[config.mk]
export PLATFORM = sky130hd
export DESIGN_NAME = panda_if_stage
export DESIGN_NICKNAME = d
export VERILOG_FILES = /design/src/rtl/panda_if_stage.sv
export SDC_FILE = /design/constraint.sdc
export NUM_CORES = 1
export LEC_CHECK = 0
export ABC_AREA = 0
export CAP_MARGIN = 20
export CORE_MARGIN = 1.5
export CORE_UTILIZATION = 41
export DETAILED_ROUTE_END_ITERATION = 7
export PLACE_DENSITY = 0.8
export SLEW_MARGIN = 10
export SYNTH_ARGS = -nofsm -noshare
export SYNTH_HDL_FRONTEND = slang
export SYNTH_SLANG_ARGS = --single-unit
[constraint.sdc]
create_clock -name clk_i -period 1.95 [get_ports clk_i]
set_input_delay 0.39 -clock clk_i [delete_from_list [all_inputs] [get_ports clk_i]]
set_output_delay 0.39 -clock clk_i [all_outputs]
set_load 0.1 [all_outputs]
[src/rtl/panda_if_stage.sv]
// Instruction fetch stage: holds the architectural PC, fetches one word at a time over a
// req/gnt/rvalid bus and selects the next PC from the datapath redirect inputs.
module panda_if_stage #(
   parameter logic [31:0] BootAddr = 32'h0000_0000
) (
   input  logic        clk_i,
   input  logic        rst_ni,
   output logic        instr_req_o,
   output logic [31:0] instr_addr_o,
   input  logic        instr_gnt_i,
   input  logic        instr_rvalid_i,
   input  logic [31:0] instr_rdata_i,
   input  logic        instr_err_i,
   output logic        instr_valid_o,
   output logic [31:0] instr_o,
   output logic [31:0] pc_o,
   output logic [31:0] pc_inc_o,
   input  logic        instr_ready_i,
   input  logic        jump_i,
   input  logic        branch_i,
   input  logic        branch_cond_i,
   input  logic [31:0] jump_target_i,
   output logic        fetch_err_o
);

   typedef enum logic [2:0] {
      S_IDLE,
      S_REQ,
      S_WAIT,
      S_VALID,
      S_FAULT
   } state_e;

   state_e      state_q, state_d;
   logic [31:0] pc_q, pc_d;
   logic [31:0] instr_q, instr_d;
   logic [31:0] pc_inc;
   logic [31:0] redirect;
   logic [31:0] pc_next;
   logic        take;

   assign pc_inc   = pc_q + 32'd4;
   assign redirect = jump_target_i & ~32'd1;
   // jump_i dominates; a branch only redirects when its condition holds
   assign take     = jump_i | (branch_i & branch_cond_i);
   assign pc_next  = take ? redirect : pc_inc;

   always_ff @(posedge clk_i or negedge rst_ni) begin
      if (!rst_ni) begin
         state_q <= S_IDLE;
         pc_q    <= BootAddr;
         instr_q <= '0;
      end else begin
         state_q <= state_d;
         pc_q    <= pc_d;
         instr_q <= instr_d;
      end
   end

   always_comb begin
      state_d = state_q;
      pc_d    = pc_q;
      instr_d = instr_q;
      case (state_q)
         S_IDLE:  state_d = S_REQ;
         S_REQ: begin
            if (instr_gnt_i) state_d = S_WAIT;
         end
         S_WAIT: begin
            if (instr_rvalid_i) begin
               if (instr_err_i) begin
                  state_d = S_FAULT;
               end else begin
                  instr_d = instr_rdata_i;
                  state_d = S_VALID;
               end
            end
         end
         S_VALID: begin
            // a misaligned target faults and leaves pc at the redirecting instruction
            if (instr_ready_i) begin
               if (pc_next[1]) begin
                  state_d = S_FAULT;
               end else begin
                  pc_d    = pc_next;
                  state_d = S_REQ;
               end
            end
         end
         S_FAULT: state_d = S_FAULT;
         default: state_d = S_IDLE;
      endcase
   end

   assign instr_req_o   = (state_q == S_REQ);
   assign instr_addr_o  = pc_q;
   assign instr_valid_o = (state_q == S_VALID);
   assign instr_o       = instr_q;
   assign pc_o          = pc_q;
   assign pc_inc_o      = pc_inc;
   assign fetch_err_o   = (state_q == S_FAULT);

endmodule

==> out/metrics.cfg <==
[status]
status = complete, but fails checks
violations = negative setup slack

[die]
rows = 36
initial_core_util_pct = 41.9
dieWidth_um = 102
core_area_um2 = 9680
die_y_um = 102
die-area_um2 = 10500
ioPinCount = 204

[timing]
rsz0062_at_grt = true
fmax_ghz = 0.355
setup_violations = 46
relSlewSlack_pct = 56.1
fin_worst_skew_ps = 15.6
finalHoldViolCount = 0
drv_slew = 0
fin_tns_setup_ps = -18330
worstMarginPinSlew_ps = 656
setup_slack_ps = -868
period_minus_slack_ps = 2820
fin_crit_sh_pct = 144

[critical_path]
r2r_slack_ps = -500
r2r_end = instr_addr_o[17]
path_class = register to output pin
critical_path.slowest_cell = dfrtp_4
required_ps = 1560
max_stage_delay_ps = 450
start_kind = register
crit_path_end_kind = output pin
cp_top_family = simple AND/OR/NAND/NOR gates
cp.arrival_ps = 2430
r2r_start = instr_addr_o[2]
path_max_fanout = 4
worst-r2r-cell-count = 10
cp_num_buf_inv = 2
worstPathCellList = ha_4 > nand3_4 > buf_4 > nor3_4 > nand4_1 > xnor2_4 > buf_12
cp_num_cells = 7

[route]
wire_per_inst_um = 28.0
vias_per_cell = 6.20
firstDrtPassIters = 5
vias = 5165
drt_iter0_drc = 475
drc_errors = 0
ant_nets = 0
drt-total-wl_um = 23300

[global_route]
grt_pass1_vias = 5070
antenna_found_initial = 0
gr-total-overflow = 0
grtUsageTotal_pct = 35.3
grt_max_degree = 34
grt_pass1_wl_um = 27600

[clock_tree]
clock_latency_ps = 370
cts.path.max_buffers = 2
clkSinkCount = 65
cts_root_buf = clkbuf_8
htreeDepth = 3
numCtsBuffers = 9
clk_pin_slew_ps = 90
cts_tree = done

[synthesis]
async_reset_ff_share_pct = 100
synth_edf_count = 0
yosysUniqueCellTypes = 56
ys_seq_elements = 65
synth_ff_type = dfrtp_1
synth_seq_area_share_pct = 40.1
syn_area_per_cell_um2 = 9.78
syn_inst = 415
ys_warn_count = 0
syn_area_um2 = 4060

[finish]
final_common_cell = buf_4
antennaDiodeCount = 0
fillers = 254
finish.utilization_pct = 93.8
final_nets = 769
drive_gt1_share_pct = 60.3
area_growth_pct = 124
design_area_um2 = 9080
final_cell_mix = buf_4 (123), buf_12 (102), clkdlybuf4s50_1 (70)

[place]
place_area_um2 = 8180
dp_hpwl_um = 11800
port_buffers = 196
preCtsSetupSlack_ps = -196
gp_congestion = 0.846

[run]
cap_violations = 0

[worst_hold_path]
hp-class = primary input to asynchronous set/reset pin

[per-stage QoR]
stage          instances  hold WS (ps)
4_1_cts              814           496
6_report             833           493
3_5_place_dp         778           324
3_3_place_gp         778           314
2_1_floorplan        420          94.4
5_1_grt              833           521
[worst reg2reg max path: cells and delay by family (launching register included)]
family / cells / cell delay [ps]
compound gates: 2 / 790
simple gates: 3 / 380
flops: 1 / 450
buf+inv: 5 / 640
[layer usage]
layer	track usage [%]	share of wire, %
met1	39.8	34
met2	59.8	49
met3	8.48	11
met4	23.2	6.9
met5	0	0
[worst max path at each step]
| stage | from | end | slack [ps] |
|---|---|---|---|
| after detailed placement | instr_addr_o[2] | pc_inc_o[21] | -200 |
| final | instr_addr_o[2] | pc_inc_o[30] | -870 |
| after global placement | instr_addr_o[3] | pc_inc_o[18] | -150 |
| after floorplan | instr_addr_o[2] | pc_inc_o[18] | -840 |
| after CTS | instr_addr_o[3] | pc_inc_o[28] | -540 |
| after global routing | instr_addr_o[3] | pc_inc_o[30] | -900 |
[cell type report]
| class | instances | area [µm²] | area share, % |
|---|---|---|---|
| clock buffers | 9 | 124 | 1.36 |
| clock inverters | 7 | 93.8 | 1.03 |
| inverters | 6 | 22.5 | 0.248 |
| multi-input cells | 286 | 2940 | 32.3 |
| flip-flops and latches | 65 | 1720 | 19.0 |
| well taps | 133 | 166 | 1.83 |
| repair buffers | 327 | 4020 | 44.2 |
[state kept, by name, summed over array words and instances, names as in the netlist]
signal	flops
instr_o	32
instr_addr_o	30
state_q	3
[cells by family after synthesis]
family	after synthesis	share of synthesized area, %
mux	40	10.9
fa+ha+maj	1	0.308
compound gates	84	13.3
flops	65	40.1
other cells	1	0.0924
buf+inv	69	10.4
simple gates	127	18.7
xor+xnor	28	6.23
[timing repair]
action,4_1_cts,5_1_grt
endpoints found under the setup margin,30,41
pin swaps,24,34
hold buffers,1,0
setup buffers,22,27
resized for setup,30,49
hold endpoints to repair,12,0
[synthesized netlist by cell type (2+ instances only)]
master | instances | area [µm²]
nor4_4 | 2 | 42.5
xnor2_1 | 20 | 175
nand2_1 | 38 | 143
mux2_2 | 32 | 360
a221oi_1 | 2 | 17.5
dfrtp_1 | 65 | 1630
and3_1 | 6 | 37.5
nand3_2 | 4 | 40.0
or3_1 | 3 | 18.8
a21oi_1 | 29 | 145
a2bb2oi_1 | 7 | 61.3
mux2i_1 | 8 | 80.1
nor3_1 | 10 | 50.1
clkbuf_1 | 11 | 41.3
buf_2 | 12 | 60.1
buf_4 | 39 | 293
a21o_1 | 2 | 15.0
nand3_1 | 14 | 70.1
xor2_1 | 7 | 61.3
inv_1 | 6 | 22.5
a22oi_1 | 6 | 45.0
a221o_1 | 2 | 20.0
nand4b_1 | 2 | 17.5
o22a_1 | 2 | 17.5
o21ai_0 | 11 | 55.1
a31oi_1 | 4 | 25.0
nand2b_1 | 5 | 31.3
nand4_1 | 6 | 37.5
nor2_1 | 19 | 71.3
o22ai_1 | 12 | 75.1
nand4_2 | 2 | 25.0
nor3_4 | 3 | 48.8
Power is not shown: default switching activity piles up to over one toggle a cycle in this logic, so the estimate is an artifact.
